==> src/rtl/xorshift_stream_gen.sv <==
// Xorshift pseudo-random stream generator: emits a run of len successive
// xorshift values from a seed over a valid/ready stream, with abort and done.
module xorshift_stream_gen #(
    parameter int WIDTH = 32,
    parameter int SH_A  = 13,
    parameter int SH_B  = 17,
    parameter int SH_C  = 5,
    parameter int LEN_W = 16
) (
    input  logic             clk,
    input  logic             rst_n,
    input  logic             in_valid,
    input  logic [WIDTH-1:0] seed,
    input  logic [LEN_W-1:0] len,
    input  logic             abort,
    input  logic             out_ready,
    output logic             out_valid,
    output logic [WIDTH-1:0] rand_num,
    output logic             busy,
    output logic             done
);

    typedef enum logic [1:0] {IDLE, GEN, FIN} state_t;

    state_t           state_q, state_d;
    logic [WIDTH-1:0] rand_q, rand_d;
    logic [LEN_W-1:0] cnt_q, cnt_d;
    logic [WIDTH-1:0] start_state;
    logic             fire;

    function automatic logic [WIDTH-1:0] step(input logic [WIDTH-1:0] x);
        logic [WIDTH-1:0] t;
        t = x ^ (x << SH_A);
        t = t ^ (t >> SH_B);
        return t ^ (t << SH_C);
    endfunction

    // An all-zero state is a fixed point of xorshift, so it is replaced by 1.
    assign start_state = (seed == '0) ? WIDTH'(1) : seed;

    assign out_valid = (state_q == GEN);
    assign busy      = (state_q != IDLE);
    assign done      = (state_q == FIN);
    assign rand_num  = rand_q;
    assign fire      = out_valid && out_ready;

    always_comb begin
        state_d = state_q;
        rand_d  = rand_q;
        cnt_d   = cnt_q;
        case (state_q)
            IDLE: begin
                if (in_valid) begin
                    if (len != '0) begin
                        state_d = GEN;
                        rand_d  = step(start_state);
                        cnt_d   = len;
                    end else begin
                        state_d = FIN;
                    end
                end
            end
            GEN: begin
                if (fire) begin
                    rand_d = step(rand_q);
                    cnt_d  = cnt_q - LEN_W'(1);
                end
                // Abort wins over completion: the run ends without a done pulse.
                if (abort) begin
                    state_d = IDLE;
                    cnt_d   = '0;
                end else if (fire && cnt_q == LEN_W'(1)) begin
                    state_d = FIN;
                end
            end
            FIN: begin
                state_d = IDLE;
            end
            default: begin
                state_d = IDLE;
            end
        endcase
    end

    always_ff @(posedge clk) begin
        if (!rst_n) begin
            state_q <= IDLE;
            rand_q  <= '0;
            cnt_q   <= '0;
        end else begin
            state_q <= state_d;
            rand_q  <= rand_d;
            cnt_q   <= cnt_d;
        end
    end

endmodule

==> config.mk <==
export PLATFORM = sky130hd
export DESIGN_NAME = xorshift_stream_gen
export DESIGN_NICKNAME = d
export VERILOG_FILES = /design/src/rtl/xorshift_stream_gen.sv
export SDC_FILE = /design/constraint.sdc
export NUM_CORES = 1
export LEC_CHECK = 0
export CAP_MARGIN = 20
export CORE_MARGIN = 1.5
export CORE_UTILIZATION = 40
export CTS_CLUSTER_DIAMETER = 120
export DETAILED_ROUTE_END_ITERATION = 8
export PLACE_DENSITY = 0.68
export SETUP_SLACK_MARGIN = 0.2
export SLEW_MARGIN = 20
export SYNTH_ARGS = -nofsm -noshare
export SYNTH_HDL_FRONTEND = slang
export SYNTH_SLANG_ARGS = --single-unit
==> constraint.sdc <==
create_clock -name clk -period 2.29 [get_ports clk]
set_clock_uncertainty 0.2 [all_clocks]
set_input_delay 0.458 -clock clk [delete_from_list [all_inputs] [get_ports clk]]
set_output_delay 0.458 -clock clk [all_outputs]
set_load 0.01 [all_outputs]
==> metrics.md, run 1 <==
| Metric | Value |
|---|---|
| Root buffer cell | `clkbuf_8` |
| Met1 usage | `35.8%` |
| CP max stage delay | `0.54 ns` |
| Mapped Area | `3920 µm²` |
| Detailed router's first-iteration violation count | `294` |
| Core area | `9370 µm²` |
| Placed cell count | `751` |
| Port Buffer Count | `just under 90` |
| Syn nets | `~540` |
| Layout cell share with drive strength beyond 1 | `24.5%` |
| Pwr/cell area | `between 700 and 800 nW/µm²` |
| Skew-Pair Late Insertion Delay | `0.31 ns` |
| Die Y | `102 µm` |
| Number of flops mapped to enable cells by yosys | `0` |
| Reg2Reg Depth | `5` |
| Yosys reg bits | `50` |
| TritonCTS buffer count | `5` |
| NetSw | `0.00186 W` |
| Status | `complete, but fails checks` |
| Layout area overhead | `52.2%` |
| Top FF cell, synth | `dfxtp_1` |
| Flop-to-flop setup slack | `-0.12 ns` |
| Power Internal | `0.00270 W` |
| Ordered cell list for the critical path | `or4_4, or4_4, or4_4, o31a_1, o21ai_2` |
| FF-to-FF End | `cnt_q[14]` |
| Post-synth top area share | `25.5%` |
| Worst setup slack after layout | `-0.123 ns` |
| Seq pwr share | `27.0%` |
| DRC | `0` |
| GPL Wtd Cong | `0.927` |
| Fillers | `783` |
| GRT Util Overall | `26.2%` |
| Cell count after synthesis | `480` |
| Setup TNS | `-0.162 ns` |
| RSZ-0062 raised after global routing | `yes` |
| Max-cap violations | `0` |
| Max Freq | `0.414 GHz` |
| Crit Path Category | `reg -> reg` |
| Post-route antenna net violation count | `0` |
| Comb pwr share | `61.8%` |
| Reg area | `1010 µm²` |
| Clock buffer depth | `2` |
| Slew margin rel. | `60.7%` |
| Finished Core Util | `between 60% and 70%` |
| Final setup viols | `2` |
| Clk pwr share | `11.2%` |
| Fin nets | `697` |
| Global Route met2 Usage | `42.4%` |
| Vias | `4,307` |
| Synth top area cells | `dfxtp_1 26%, xnor2_1 17%, xor2_1 6.5%` |
| Most frequent cell after synthesis | `xnor2_1` |
| Number of global-route vias before repair | `approximately 4,200` |
| Hold Path Sink | `rand_num[30]` |
| Clk slew on worst S/H paths | `0.09 ns` |
| Busiest grt layer | `met2` |
| Die Wd | `102 µm` |
| Failing checks | `negative setup slack` |
| Synthesis Warnings | `0` |
| Initial antenna violation count | `0` |
| Worst slew pin tran | `between 0.5 and 0.6 ns` |
| Final worst-path cycle share | `105%` |
| Critical Path AT | `2.45 ns` |
| Area occupied by multi-input gates | `3030 µm²` |
| Critical Path Source Type | `flop` |
| Async SR Flop Fraction | `0%` |
| Hold Crit Depth | `2` |
| Leakage | `roughly 2.4 nW` |
| Worst r2r src | `cnt_q[7]` |
| Final WL | `about 14,000 µm` |
| Cell Count, Final, Fillers Out | `771` |
| Clk sink count | `50` |
| Minimum clock period | `2.41 ns` |
| Area leader, netlist | `dfxtp_1` |
| Rows | `35` |
| HP Start | `rand_num[30]` |
| Post-DP HPWL | `slightly below 10,000 µm` |
| Antenna diodes | `0` |
| GR Util met3 | `3.97%` |
| VDD IR max | `0.513 mV` |
| Remaining global-route overflow | `0` |
| DR WL/cell | `18.0 µm` |
| Register area share after synthesis | `25.5%` |
| # IOs | `88` |
| Worst Path Max Fanout | `2` |
| Final Power | `0.00456 W` |
| Mapped Avg Cell Area | `approximately 8 µm²` |
| DIE AREA | `10,400 µm²` |
| Number of distinct library cells after synthesis | `53` |
| Max-slew violation count | `0` |
| Sw Share | `40.8%` |
| Worst path most repeated cell | `or4_4` |
| H-tree levels | `2` |
| First-pass DRT Iterations | `5` |
| Critical Path RT | `2.33 ns` |
| Final Hold Fails | `0` |
| Global-route wire length before repair | `21,300 µm` |
| Vias/cell | `5.59` |
| Most common library cells after synthesis | `78 x xnor2_1, 56 x nand2_1, 50 x dfxtp_1, 32 x o21ai_0, 29 x xor2_1` |
| Hold/Removal Path Class | `reg -> reg` |
| Setup crit end kind | `flop` |
| CTS tree | `done` |
| Starting density of the core | `41.9%` |
| Worst path slowest cell | `or4_4` |
| Largest net degree at the start of global routing | `44` |
==> cell families after synthesis <==
logic type               count (synthesis)  synth area share [%]
multiplexers                             5                  1.28
flip-flops                              50                  25.5
XOR/XNOR                               116                  29.1
adder cells (fa/ha/maj)                  2                 0.638
AO/OA/AOI/OAI                          133                  22.7
buffers and inverters                   35                  3.54
AND/OR/NAND/NOR                        139                  17.3
==> power groups by stage <==
| stage | combinational [W] | clock [W] | sequential [W] |
|---|---|---|---|
| 2_1_floorplan | 0.00156 | 0 | 0.00124 |
| 3_3_place_gp | 0.00250 | 0 | 0.00123 |
| 3_5_place_dp | 0.00255 | 0 | 0.00123 |
| 4_1_cts | 0.00265 | 0.000519 | 0.00122 |
| 5_1_grt | 0.00305 | 0.000546 | 0.00125 |
| 6_report | 0.00282 | 0.000511 | 0.00123 |
==> through the flow <==
stage,worst slack [ns],hold WS [ns],area (µm²)
finish,-0.123,0.301,5970
global placement,-0.266,0.273,5540
CTS,-0.123,0.291,5750
floorplan,-0.149,0.264,3970
global route,-0.176,0.327,5970
detailed placement,-0.343,0.288,5540
==> sequential cells by signal (all words and copies together) (netlist names) <==
signal    flops
cnt_q        16
rand_num     32
state_q       2
==> worst max path at each step <==
stage / startpoint / to / slack (ns) / cells past startpoint
2_1_floorplan: cnt_q[5] / cnt_q[14] / -0.15 / 5
3_3_place_gp: len[5] / rand_num[2] / -0.27 / 7
3_5_place_dp: len[5] / rand_num[3] / -0.34 / 7
4_1_cts: cnt_q[7] / cnt_q[14] / -0.12 / 5
5_1_grt: cnt_q[7] / cnt_q[14] / -0.18 / 5
6_report: cnt_q[7] / cnt_q[14] / -0.12 / 5
==> routing by layer <==
metal	vias up	wire length (µm)
li1	2046	-
met1	2029	5940
met2	194	6580
met3	38	1020
met4	0	340
met5	-	0
==> cells in the final DEF, fill, tap and decap left out, drive strengths merged, types with 5 or more instances in the layout <==
cell type | netlist | routed
xor2 | 29 | 29
xnor2 | 78 | 78
nor4 | 16 | 16
inv | 6 | 6
dfxtp | 50 | 50
xnor3 | 9 | 9
clkbuf | 25 | 17
o211ai | 22 | 22
nand2 | 56 | 56
o21a | 7 | 7
a21oi | 20 | 20
mux2i | 5 | 5
nor3 | 9 | 9
clkdlybuf4s50 | 0 | 67
buf | 3 | 94
dlygate4sd2 | 0 | 6
nand3 | 13 | 13
o21ai | 33 | 33
nor2 | 20 | 20
a21boi | 21 | 21
==> what timing repair did <==
| action | in CTS | in global routing |
|---|---|---|
| setup buffers | 2 | 7 |
| endpoints found under the hold margin | 0 | 0 |
| resized for setup | 37 | 64 |
| cloned | 3 | 1 |
| hold buffers | 0 | 0 |
| pin swaps | 11 | 16 |
| setup endpoints to repair | 52 | 50 |
==> layout make-up <==
cell class,instances,share of cell area (%)
Tap cell,129,2.70
Multi-Input combinational cell,395,50.8
Timing Repair Buffer,183,27.8
Inverter,7,0.503
Sequential cell,50,16.9
Clock buffer,7,1.28
==> worst max-delay path, delay by kind of cell (launching register included) <==
family / cells / cell delay [ns]
AO/OA/AOI/OAI: 2 / 0.36
flip-flops: 1 / 0.33
AND/OR/NAND/NOR: 3 / 1.47
Power figures use the tool's default switching activity.
==> run 2, diff against run 1 <==
--- a/config.mk
+++ b/config.mk
@@ -6,11 +6,11 @@
 export NUM_CORES = 1
 export LEC_CHECK = 0
 export CAP_MARGIN = 20
-export CORE_MARGIN = 1.5
+export CORE_MARGIN = 2
 export CORE_UTILIZATION = 40
 export CTS_CLUSTER_DIAMETER = 120
 export DETAILED_ROUTE_END_ITERATION = 8
-export PLACE_DENSITY = 0.68
+export PLACE_DENSITY = 0.76
 export SETUP_SLACK_MARGIN = 0.2
 export SLEW_MARGIN = 20
 export SYNTH_ARGS = -nofsm -noshare
==> metrics.md, run 2 (synthesis results as in run 1) <==
| Metric | Value |
|---|---|
| Final setup viols | `2 (unchanged)` |
| TritonCTS buffer count | `5 (unchanged)` |
| Critical Path RT | `2.35 ns (+0.02 ns)` |
| Slew margin rel. | `62.3% (+1.6 points)` |
| Largest register FFs | `32 (unchanged)` |
| Most frequent cells in the layout | `80 x buf_4, 69 x xnor2_1, 66 x clkdlybuf4s50_1` |
| Final WL | `14,100 µm (+1.7%)` |
| Fin nets | `693 (-0.57%)` |
| Antenna diodes | `0 (unchanged)` |
| First-pass DRT Iterations | `5 (unchanged)` |
| DRC | `0 (unchanged)` |
| GPL Wtd Cong | `0.920 (-0.79%)` |
| Reg area | `1010 µm² (+0.25%)` |
| DR WL/cell | `18.3 µm (+1.6%)` |
| Crit Path Category | `reg -> reg` |
| Vias | `4,402 (+2.2%)` |
| Status | `complete, but fails checks` |
| Fillers | `768 (-1.9%)` |
| Leakage | `2.39 nW (+1.1%)` |
| Critical Path Source Type | `flop` |
| Number of global-route vias before repair | `4,203 (+0.048%)` |
| Critical Path AT | `2.48 ns (+0.03 ns)` |
| Skew-Pair Late Insertion Delay | `0.31 ns (about the same)` |
| DIE AREA | `10,600 µm² (+2.0%)` |
| Placement Setup Slack | `-0.321 ns (+0.0214 ns)` |
| Pwr/cell area | `780 nW/µm² (+2.1%)` |
| Max-slew violation count | `0 (unchanged)` |
| Port Buffer Count | `87 (unchanged)` |
| GRT Util Overall | `25.5% (-0.77 points)` |
| VDD IR max | `0.435 mV (-15%)` |
| Post-route antenna net violation count | `0 (unchanged)` |
| # IOs | `88 (unchanged)` |
| Area occupied by multi-input gates | `3080 µm² (+1.4%)` |
| Starting density of the core | `40.7% (-1.2 points)` |
| RSZ-0062 raised after global routing | `yes` |
| Commonest non-fill, non-tap cell in the layout | `buf_4` |
| Detailed router's first-iteration violation count | `355 (+21%)` |
| Largest net degree at the start of global routing | `45 (+2.3%)` |
| Layout area overhead | `54.4%` |
| Global-route wire length before repair | `21,300 µm (about the same)` |
| Final worst-path cycle share | `105% (about the same)` |
| Post-CTS Hold Fix Bufs | `0 (unchanged)` |
| Die Y | `103 µm (+0.98%)` |
| Clk slew on worst S/H paths | `0.10 ns (about the same)` |
| Worst slew pin tran | `0.562 ns (-0.0232 ns)` |
| Root buffer cell | `clkbuf_8` |
| Die Wd | `103 µm (+0.98%)` |
| Final Hold Fails | `0 (unchanged)` |
| Max Freq | `0.414 GHz (about the same)` |
| H-tree levels | `2 (unchanged)` |
| Max-cap violations | `0 (unchanged)` |
| Remaining global-route overflow | `0 (unchanged)` |
| Hold/Removal Path Class | `reg -> reg` |
| Worst Path Max Fanout | `2 (unchanged)` |
| Failing checks | `negative setup slack` |
| Clock buffer depth | `2 (unchanged)` |
| Clk sink count | `50 (unchanged)` |
| CTS tree | `done` |
| Vias/cell | `5.70 (+2.1%)` |
| Minimum clock period | `2.42 ns (+0.00230 ns)` |
| Post-DP HPWL | `9570 µm (-2.0%)` |
| Initial antenna violation count | `0 (unchanged)` |
| Hold slack | `0.300 ns (-0.00138 ns)` |
| Rows | `36 (+2.9%)` |
| Core area | `9640 µm² (+2.9%)` |
| Finished Core Util | `62.8% (-0.86 points)` |
| Layout cell share with drive strength beyond 1 | `23.6% (-0.82 points)` |
| Setup crit end kind | `flop` |
| Worst setup slack after layout | `-0.125 ns (-0.00230 ns)` |
-- run 2: cell types whose count changed in the layout (fill, tap and decap cells not counted), sizes merged --
cell	delta
clkdlybuf4s50	-1
bufinv	+1
dlymetal6s2s	+1
dlygate4sd2	+6
buf	-3
inv	+1
clkbuf	-8
-- run 2: report_power, final --
| part | switching (W) | internal [W] |
|---|---|---|
| combinational | 0.00139 | 0.00145 |
| sequential | 0.000199 | 0.00103 |
| clock | 0.000332 | 0.000327 |
-- run 2: area by class of cell --
class / instances / area share, %
clock inverter: 2 / 0.620
multi-input combinational: 395 / 50.8
clock buffer: 6 / 1.20
timing repair buffer: 179 / 27.5
inverter: 7 / 0.475
tap: 133 / 2.75
sequential: 50 / 16.7
-- run 2: critical path, stage by stage (launching register included) --
cell,delay [ns]
dfxtp_2,0.33
or4_4,0.54
or4_4,0.50
or4_4,0.44
o31a_1,0.26
o21ai_2,0.10
-- run 2: layer usage --
layer,GRT usage [%],up-vias,part of all wire [%]
met5,0,-,0
met4,7.59,0,2.3
met3,3.46,31,8.8
met2,40.8,243,47
met1,35.7,2096,42
li1,-,2032,-
-- run 2: metrics by stage --
step           setup TNS [ns]  instance area [µm²]  cells  total power, W
2_1_floorplan          -0.153                 3970    480         0.00280
3_3_place_gp            -9.50                 5550    754         0.00372
3_5_place_dp           -11.38                 5550    754         0.00376
4_1_cts                -0.155                 5790    766         0.00452
5_1_grt                -0.344                 6060    772         0.00498
6_report               -0.177                 6060    772         0.00472
-- run 2: worst paths after layout --
| check | startpoint | endpoint | slack [ns] | cells after the start |
|---|---|---|---|---|
| max | cnt_q[5] | cnt_q[14] | -0.13 | 5 |
| min | rand_num[22] | rand_num[22] | 0.30 | 2 |
| max reg2reg | cnt_q[5] | cnt_q[14] | -0.13 | 5 |
| min reg2reg | rand_num[22] | rand_num[22] | 0.30 | 2 |
-- run 2: what timing repair did --
| item | CTS | global route |
|---|---|---|
| gates cloned | 2 | 2 |
| setup endpoints to repair | 52 | 44 |
| pin swaps | 14 | 16 |
| resized for setup | 41 | 51 |
| setup buffers | 2 | 4 |
